## src/rtl/ahb_master_arbiter.sv

```systemverilog
// Two-master AHB-Lite arbiter: merges instruction and data masters onto one slave bus,
// parking the loser's address phase in a hold register until it can be issued.
module ahb_master_arbiter #(
    parameter int ROUND_ROBIN = 1,
    parameter int ADDR_WIDTH  = 32
) (
    input  logic                  clock,
    input  logic                  reset,

    input  logic [ADDR_WIDTH-1:0] ins_HADDR,
    input  logic [1:0]            ins_HTRANS,
    input  logic                  ins_HWRITE,
    input  logic [2:0]            ins_HSIZE,
    input  logic [2:0]            ins_HBURST,
    input  logic [3:0]            ins_HPROT,
    input  logic [31:0]           ins_HWDATA,
    output logic [31:0]           ins_HRDATA,
    output logic                  ins_HREADY,
    output logic                  ins_HRESP,

    input  logic [ADDR_WIDTH-1:0] dat_HADDR,
    input  logic [1:0]            dat_HTRANS,
    input  logic                  dat_HWRITE,
    input  logic [2:0]            dat_HSIZE,
    input  logic [2:0]            dat_HBURST,
    input  logic [3:0]            dat_HPROT,
    input  logic [31:0]           dat_HWDATA,
    output logic [31:0]           dat_HRDATA,
    output logic                  dat_HREADY,
    output logic                  dat_HRESP,

    output logic [ADDR_WIDTH-1:0] mem_HADDR,
    output logic [1:0]            mem_HTRANS,
    output logic                  mem_HWRITE,
    output logic [2:0]            mem_HSIZE,
    output logic [2:0]            mem_HBURST,
    output logic [3:0]            mem_HPROT,
    output logic [31:0]           mem_HWDATA,
    output logic                  mem_HMASTLOCK,
    input  logic [31:0]           mem_HRDATA,
    input  logic                  mem_HREADY,
    input  logic                  mem_HRESP
);

    localparam logic [1:0] OWNER_NONE   = 2'd0;
    localparam logic [1:0] OWNER_INS    = 2'd1;
    localparam logic [1:0] OWNER_DAT    = 2'd2;
    localparam logic [1:0] TRANS_IDLE   = 2'b00;
    localparam logic [1:0] TRANS_NONSEQ = 2'b10;
    localparam logic [2:0] BURST_SINGLE = 3'b000;

    logic [1:0]            r_owner;
    logic                  r_lastGrantDat;

    logic                  r_insHoldValid;
    logic [ADDR_WIDTH-1:0] r_insHoldAddr;
    logic                  r_insHoldWrite;
    logic [2:0]            r_insHoldSize;
    logic [3:0]            r_insHoldProt;

    logic                  r_datHoldValid;
    logic [ADDR_WIDTH-1:0] r_datHoldAddr;
    logic                  r_datHoldWrite;
    logic [2:0]            r_datHoldSize;
    logic [3:0]            r_datHoldProt;

    logic w_insReady;
    logic w_datReady;
    logic w_insLive;
    logic w_datLive;
    logic w_insWant;
    logic w_datWant;
    logic w_grantIns;
    logic w_grantDat;
    logic w_unusedInputs;

    // Bursts are always re-issued as SINGLE and HTRANS[0] never matters.
    assign w_unusedInputs = ^{ins_HBURST, dat_HBURST, ins_HTRANS[0], dat_HTRANS[0]};

    // A parked master is stalled; the data-phase owner follows the slave.
    always_comb begin
        w_insReady = 1'b1;
        w_datReady = 1'b1;
        if (!reset) begin
            if (r_insHoldValid)
                w_insReady = 1'b0;
            else if (r_owner == OWNER_INS)
                w_insReady = mem_HREADY;
            if (r_datHoldValid)
                w_datReady = 1'b0;
            else if (r_owner == OWNER_DAT)
                w_datReady = mem_HREADY;
        end
    end

    assign ins_HREADY = w_insReady;
    assign dat_HREADY = w_datReady;

    assign w_insLive = w_insReady & ins_HTRANS[1];
    assign w_datLive = w_datReady & dat_HTRANS[1];
    assign w_insWant = r_insHoldValid | w_insLive;
    assign w_datWant = r_datHoldValid | w_datLive;

    always_comb begin
        w_grantIns = 1'b0;
        w_grantDat = 1'b0;
        if (mem_HREADY && !reset) begin
            if (w_insWant && w_datWant) begin
                if (ROUND_ROBIN != 0 && r_lastGrantDat)
                    w_grantIns = 1'b1;
                else
                    w_grantDat = 1'b1;
            end else if (w_insWant) begin
                w_grantIns = 1'b1;
            end else if (w_datWant) begin
                w_grantDat = 1'b1;
            end
        end
    end

    // While the slave stalls, a parked request is presented so it is stable when accepted.
    always_comb begin
        mem_HTRANS = TRANS_IDLE;
        mem_HADDR  = r_insHoldAddr;
        mem_HWRITE = r_insHoldWrite;
        mem_HSIZE  = r_insHoldSize;
        mem_HPROT  = r_insHoldProt;
        if (reset) begin
            mem_HTRANS = TRANS_IDLE;
        end else if (w_grantIns) begin
            mem_HTRANS = TRANS_NONSEQ;
            if (!r_insHoldValid) begin
                mem_HADDR  = ins_HADDR;
                mem_HWRITE = ins_HWRITE;
                mem_HSIZE  = ins_HSIZE;
                mem_HPROT  = ins_HPROT;
            end
        end else if (w_grantDat) begin
            mem_HTRANS = TRANS_NONSEQ;
            if (r_datHoldValid) begin
                mem_HADDR  = r_datHoldAddr;
                mem_HWRITE = r_datHoldWrite;
                mem_HSIZE  = r_datHoldSize;
                mem_HPROT  = r_datHoldProt;
            end else begin
                mem_HADDR  = dat_HADDR;
                mem_HWRITE = dat_HWRITE;
                mem_HSIZE  = dat_HSIZE;
                mem_HPROT  = dat_HPROT;
            end
        end else if (!mem_HREADY) begin
            if (r_datHoldValid) begin
                mem_HTRANS = TRANS_NONSEQ;
                mem_HADDR  = r_datHoldAddr;
                mem_HWRITE = r_datHoldWrite;
                mem_HSIZE  = r_datHoldSize;
                mem_HPROT  = r_datHoldProt;
            end else if (r_insHoldValid) begin
                mem_HTRANS = TRANS_NONSEQ;
            end
        end
    end

    assign mem_HBURST    = BURST_SINGLE;
    assign mem_HMASTLOCK = 1'b0;
    assign mem_HWDATA    = (r_owner == OWNER_DAT) ? dat_HWDATA : ins_HWDATA;

    assign ins_HRDATA = mem_HRDATA;
    assign dat_HRDATA = mem_HRDATA;
    assign ins_HRESP  = !reset && (r_owner == OWNER_INS) && mem_HRESP;
    assign dat_HRESP  = !reset && (r_owner == OWNER_DAT) && mem_HRESP;

    // A live request that loses (or meets a stalled slave) is parked, since its master has moved on.
    always_ff @(posedge clock) begin
        if (reset) begin
            r_insHoldValid <= 1'b0;
            r_datHoldValid <= 1'b0;
            r_owner        <= OWNER_NONE;
            r_lastGrantDat <= 1'b0;
        end else begin
            if (w_grantIns) begin
                r_insHoldValid <= 1'b0;
            end else if (w_insLive) begin
                r_insHoldValid <= 1'b1;
                r_insHoldAddr  <= ins_HADDR;
                r_insHoldWrite <= ins_HWRITE;
                r_insHoldSize  <= ins_HSIZE;
                r_insHoldProt  <= ins_HPROT;
            end

            if (w_grantDat) begin
                r_datHoldValid <= 1'b0;
            end else if (w_datLive) begin
                r_datHoldValid <= 1'b1;
                r_datHoldAddr  <= dat_HADDR;
                r_datHoldWrite <= dat_HWRITE;
                r_datHoldSize  <= dat_HSIZE;
                r_datHoldProt  <= dat_HPROT;
            end

            if (mem_HREADY) begin
                if (w_grantIns)
                    r_owner <= OWNER_INS;
                else if (w_grantDat)
                    r_owner <= OWNER_DAT;
                else
                    r_owner <= OWNER_NONE;
            end

            if (w_grantIns)
                r_lastGrantDat <= 1'b0;
            else if (w_grantDat)
                r_lastGrantDat <= 1'b1;
        end
    end

endmodule

```

## config.mk

```make
export PLATFORM = sky130hd
export DESIGN_NAME = ahb_master_arbiter
export DESIGN_NICKNAME = d
export VERILOG_FILES = /design/src/rtl/ahb_master_arbiter.sv
export SDC_FILE = /design/constraint.sdc
export NUM_CORES = 1
export LEC_CHECK = 0
export CAP_MARGIN = 20
export CORE_MARGIN = 2
export CORE_UTILIZATION = 30
export DETAILED_ROUTE_END_ITERATION = 10
export GPL_ROUTABILITY_DRIVEN = 1
export MAX_ROUTING_LAYER = met4
export PLACE_DENSITY = 0.74
export SLEW_MARGIN = 0
export SYNTH_ARGS = -nofsm -noshare
export SYNTH_HDL_FRONTEND = slang
export SYNTH_SLANG_ARGS = --single-unit
```

## constraint.sdc

```tcl
create_clock -name clock -period 2.11 [get_ports clock]
set_input_delay 0.3165 -clock clock [delete_from_list [all_inputs] [get_ports clock]]
set_output_delay 0.3165 -clock clock [all_outputs]
set_load 0.02 [all_outputs]
```

; ---- Word-level counts from Yosys, hierarchy flattened
; Cells that the tools add are included.
[word_totals]
inputBits = 190
word_cells = 84
output_inout_bits = 146
regBits = 85
[classes]
reduce_logical = 11
mux = 52
n_bitwise = 7
n_eq_ne = 2
[ops]
columns = cell, n
row1 = $mux 32, 8
row2 = $mux 4, 7
row3 = $mux 1, 22
row4 = $mux 3, 7
row5 = $mux 2, 8
row6 = $logic_and 1x1->1, 6
row7 = $reduce_and 3->1, 2
row8 = $reduce_or 2->1, 2
row9 = $not 1->1, 3
row10 = $and 1x1->1, 2
row11 = $eq 2x1->1 const B, 1
row12 = $eq 2x2->1 const B, 1
row13 = $or 1x1->1, 2
row14 = $logic_not 1->1, 1

; ---- Logic depth before layout (Yosys ltp)
[logic_depth]
word_depth = 13
ltp_mapped = 7
ltp_nobuf = 4

; ---- Worst setup path before layout
; Ideal clock, no wire load.
[synth_path]
kind = input to register
start = input mem_HREADY
end = register r_insHoldAddr[0] (enable)
n_path_buf = 1
t_required_ps = 1708
setup_time_ps = 402
t_arrival_ps = 2134
cell_stages = 4
path_slack_ps = -426
cell_sequence = clkbuf_1 > nor2_1 > o21bai_1 > and4b_1
[synth_via]
elab_chain_cells = 10
word_cells_on_any_way = 17
classes_between = 9 x mux / 5 x bitwise / 3 x reduce/logical
[synth_rtl]
columns = item, line
row1 = start: declaration, 41  ; input logic mem_HREADY,
row2 = $mux 1 (*), 87  ; else if (r_owner == OWNER_INS)
row3 = $mux 1 (*), 85  ; if (r_insHoldValid)
row4 = $mux 1 (*), 84  ; if (!reset) begin
row5 = net ins_HREADY, 18  ; output logic ins_HREADY,
row6 = $and 1x1->1 (*), 99  ; assign w_insLive = w_insReady & ins_HTRANS[1];
row7 = $or 1x1->1, 101  ; assign w_insWant = r_insHoldValid | w_insLive;
row8 = $mux 1 or $logic_and 1x1->1 (tied branches), "113, 108"
row9 = $mux 1, 108  ; if (w_insWant && w_datWant) begin
row10 = $mux 1, 107  ; if (mem_HREADY && !reset) begin
row11 = $not 1->1 (no line), --
row12 = $reduce_and 3->1 (no line) (*), --
row13 = end signal: assignment, 185  ; r_insHoldAddr <= ins_HADDR;
row14 = end: declaration, 56  ; logic [ADDR_WIDTH-1:0] r_insHoldAddr;
; Mark *: on every way through the listed nets, which the timed path passes. The rest lies on a longest branch.
; A chain may end at the register's enable or synchronous reset.

; ---- Worst setup path after layout
[layout_path]
start = register r_datHoldValid
end = output mem_HADDR[27]
[layout_via]
elab_chain_cells = 11
word_cells_on_any_way = 17
classes_between = 14 x mux / 2 x bitwise / 1 x reduce/logical
[layout_rtl]
columns = item, line
row1 = start: declaration, 61  ; logic r_datHoldValid;
row2 = start signal: assignment, 177  ; r_datHoldValid <= 1'b0;
row3 = start signal: assignment, 192  ; r_datHoldValid <= 1'b0;
row4 = start signal: assignment, 194  ; r_datHoldValid <= 1'b1;
row5 = $mux 1, 89  ; if (r_datHoldValid)
row6 = $mux 1, 84
row7 = $and 1x1->1, 100  ; assign w_datLive = w_datReady & dat_HTRANS[1];
row8 = $or 1x1->1, 102  ; assign w_datWant = r_datHoldValid | w_datLive;
row9 = $mux 1, 115  ; end else if (w_datWant) begin
row10 = $mux 1, 113  ; end else if (w_insWant) begin
row11 = $mux 1, 108
row12 = $mux 1, 107
row13 = $mux 32, 138  ; end else if (w_grantDat) begin
row14 = $mux 32 (*), 130  ; end else if (w_grantIns) begin
row15 = $mux 32 (*), 128  ; if (reset) begin
row16 = end: declaration, 32  ; output logic [ADDR_WIDTH-1:0] mem_HADDR,
; Every way passes the cells marked *; elsewhere a longest branch is shown, timed or not.

==> flow_summary_export.csv <==
group,metric,value,unit
run_status,outcome,"complete, but fails checks",
run_status,violations,"setup timing",
synthesis,yosysWarnings,0,
cts,cts_tree,"done",
critical_path,start_kind,"flop",
synthesis,synth_most_common_cell,"edfxtp_1",
layout,final_cell_area,8730,um2
die,die_w,139,um
global_route,gr-usage-all-layers,18.8,%
synthesis,ys_seq_elements,85,
critical_path,critical_path_required,1.79,ns
timing,rsz0062_at_grt,"yes",
synthesis,synth-main-ff-cell,"edfxtp_1",
die,start_util,30.6,%
min_path,min_path_type,"in2reg",
layout,num-nets-final,889,
critical_path,crit_arrival,1.91,ns
placed_design,placedInstanceArea,8020,um2
cts,clock_insertion_delay_worst_skew,0.35,ns
detailed_routing,drtIter0Drc,299,
timing,fin_skew,0.00786,ns
layout,fin_cells,934,
synthesis,synth_top_area_share,43.7,%
pwr,power.total,5.13,mW
timing,hold_viol_final,0,
critical_path,setup.worst_path.start,"r_datHoldValid$_SDFFE_PP0P_",
cts,ctsHtreeMaxLevel,3,
synthesis,ys_seq_area_share,45.5,%
detailed_routing,drc_errors,0,
pwr,vdd_drop_max,0.336,mV
die,rows,49,
placed_design,pre_cts_slack,-0.772,ns
placed_design,place_congestion,0.803,
critical_path,cp_max_fo,7,
critical_path,worst-setup-path-type,"reg2out",
pwr,p_leak,3.19,nW
die,pin_count,336,
detailed_routing,firstDrtPassIters,5,
critical_path,end_kind,"output pin",
synthesis,syn_area_per_cell,11.1,um2
detailed_routing,viasPerCell,5.21,
die,coreArea,18000,um2
die,die_y,139,um
synthesis,ys_top_cells_by_area,"edfxtp_1, buf_4, mux2_2",
synthesis,syn_inst,495,
placed_design,port_buffers,226,
cts,clk_pin_slew_worst_paths,0.06,ns
global_route,grt_pass1_wl,27700,um
timing,timing.fmax,449,MHz
flow_run,max_cap_violations,0,
detailed_routing,wl_per_cell,20.2,um
global_route,grt_max_degree,27,
synthesis,synthArstFlopShare,0,%
synthesis,yosysTopAreaCell,"edfxtp_1",
synthesis,synthTopCellsByCount,"edfxtp_1, buf_4, nand2_1, a22oi_1, o22ai_1",
timing,finalWorstSetupSlack,-0.118,ns
pwr,power_density,587,nW/um2
critical_path,worstReg2RegStart,"r_datHoldValid$_SDFFE_PP0P_",
global_route,first_global_vias,4897,
cts,clock_path_buffers,2,
timing,report.final.setup_viol,39,
detailed_routing,routed-via-count,4865,
placed_design,placed_cells,896,
layout,area_growth,58.7,%
synthesis,synth_edf_count,80,
placed_design,dpl.hpwl,13300,um
global_route,antenna_found_initial,1,
global_route,grt_overflow_total,0,
timing,setup_tns,-2.30,ns
die,die-area,19400,um2
cts,root_buffer,"clkbuf_16",
synthesis,netlist_area,5500,um2
min_path,min_from,"mem_HREADY",
timing,min_period_over_period,106,%
layout,layout-drive-gt1-share,34.9,%
cts,cts.sinks,85,
synthesis,synth.distinct_cells,40,
timing,fin_crit,2.23,ns
detailed_routing,wl,18900,um
detailed_routing,antenna_left,0,
timing,drv_slew,0,
cts,cts-buffers-inserted,9,
## kinds of logic after synthesis
family                 share of synthesized area, %
AOI/OAI and AO/OA                              21.8
buffers and inverters                          13.5
and+or+nand+nor                                8.44
DFF                                            45.5
muxes                                          10.7
other                                        0.0682
## critical path, stage by stage, from the launching register on
cell     delay (ns)
dfxtp_4        0.38
nor2b_4        0.17
buf_12         0.14
buf_12         0.14
buf_4          0.12
mux2i_1        0.17
o22ai_1        0.09
o221a_2        0.24
buf_6          0.13
## layer usage
metal  GRT usage [%]  part of all wire (%)  routed length [um]
met1            23.0                    42                7860
met4            5.69                   1.9                 350
met3            3.54                   6.1                1150
met2            31.6                    50                9530
met5               -                     0                   0
## placed cells by master, fill, tap and decap left out, types with 2 or more instances in the layout
master and instances:
conb_1 5, buf_6 34, o21ai_2 13, nand2b_1 28
mux2_2 32, a32o_1 13, nor2_1 5, a32o_2 4
o22ai_1 39, o21ai_1 6, clkdlybuf4s15_2 3, buf_12 27
nor2b_4 2, mux2i_1 23, dlygate4sd2_1 22, buf_2 16
clkinv_2 4, o21ai_0 2, a22oi_2 13, o221a_2 18
clkbuf_16 13, o221a_1 5, a22oi_1 27, clkdlybuf4s50_1 146
buf_4 42, dfxtp_2 3, nand2b_4 4, edfxtp_1 80
a21oi_1 5, nand2_1 41
## final timing paths
check,slack [ns],depth (start not counted),to
setup reg to reg,0.43,6,r_datHoldProt[3]$_DFFE_PP_
setup / recovery,-0.12,8,mem_HADDR[27]
hold / removal,0.46,4,r_lastGrantDat$_SDFFE_PP0N_
hold reg to reg,0.48,2,r_lastGrantDat$_SDFFE_PP0N_
## sequential cells by signal, indices dropped and copies added (netlist names)
register and count:
r_insHoldAddr 32, r_datHoldAddr 32, r_insHoldValid 1, r_datHoldProt 4, r_datHoldValid 1, r_owner 2, r_lastGrantDat 1, r_datHoldWrite 1
r_insHoldWrite 1, r_insHoldProt 4, r_datHoldSize 3, r_insHoldSize 3
## report_power, final
group	internal, mW	switching (mW)
Sequential	1.93	0.0395
Combinational	0.870	0.720
Clock	0.910	0.657
Total	3.71	1.42
## what timing repair did
item / in CTS / in global routing
setup endpoints to repair: 77 / 48
pin swaps: 8 / 21
buffers inserted: 5 / 9
resized for setup: 280 / 80
hold buffers: 0 / 0
gates cloned: 3 / 4
## through the flow
step	hold slack, ns	utilization (%)
finish	0.457	48.6
global placement	0.473	44.6
global route	0.492	48.6
detailed placement	0.489	44.6
floorplan	0.415	-
CTS	0.500	46.5
## final cells by class
| cell class | count | area [um2] |
|---|---|---|
| Inverter | 2 | 7.51 |
| Clock buffer | 9 | 225 |
| Antenna cell | 1 | 2.50 |
| Fill cell | 1608 | 9240 |
| Clock inverter | 7 | 66.3 |
| Tap cell | 229 | 287 |
| Timing Repair Buffer | 298 | 3180 |
| Sequential cell | 85 | 2510 |
| Multi-Input combinational cell | 303 | 2450 |
Note: power is estimated with default switching activity, not from simulation.
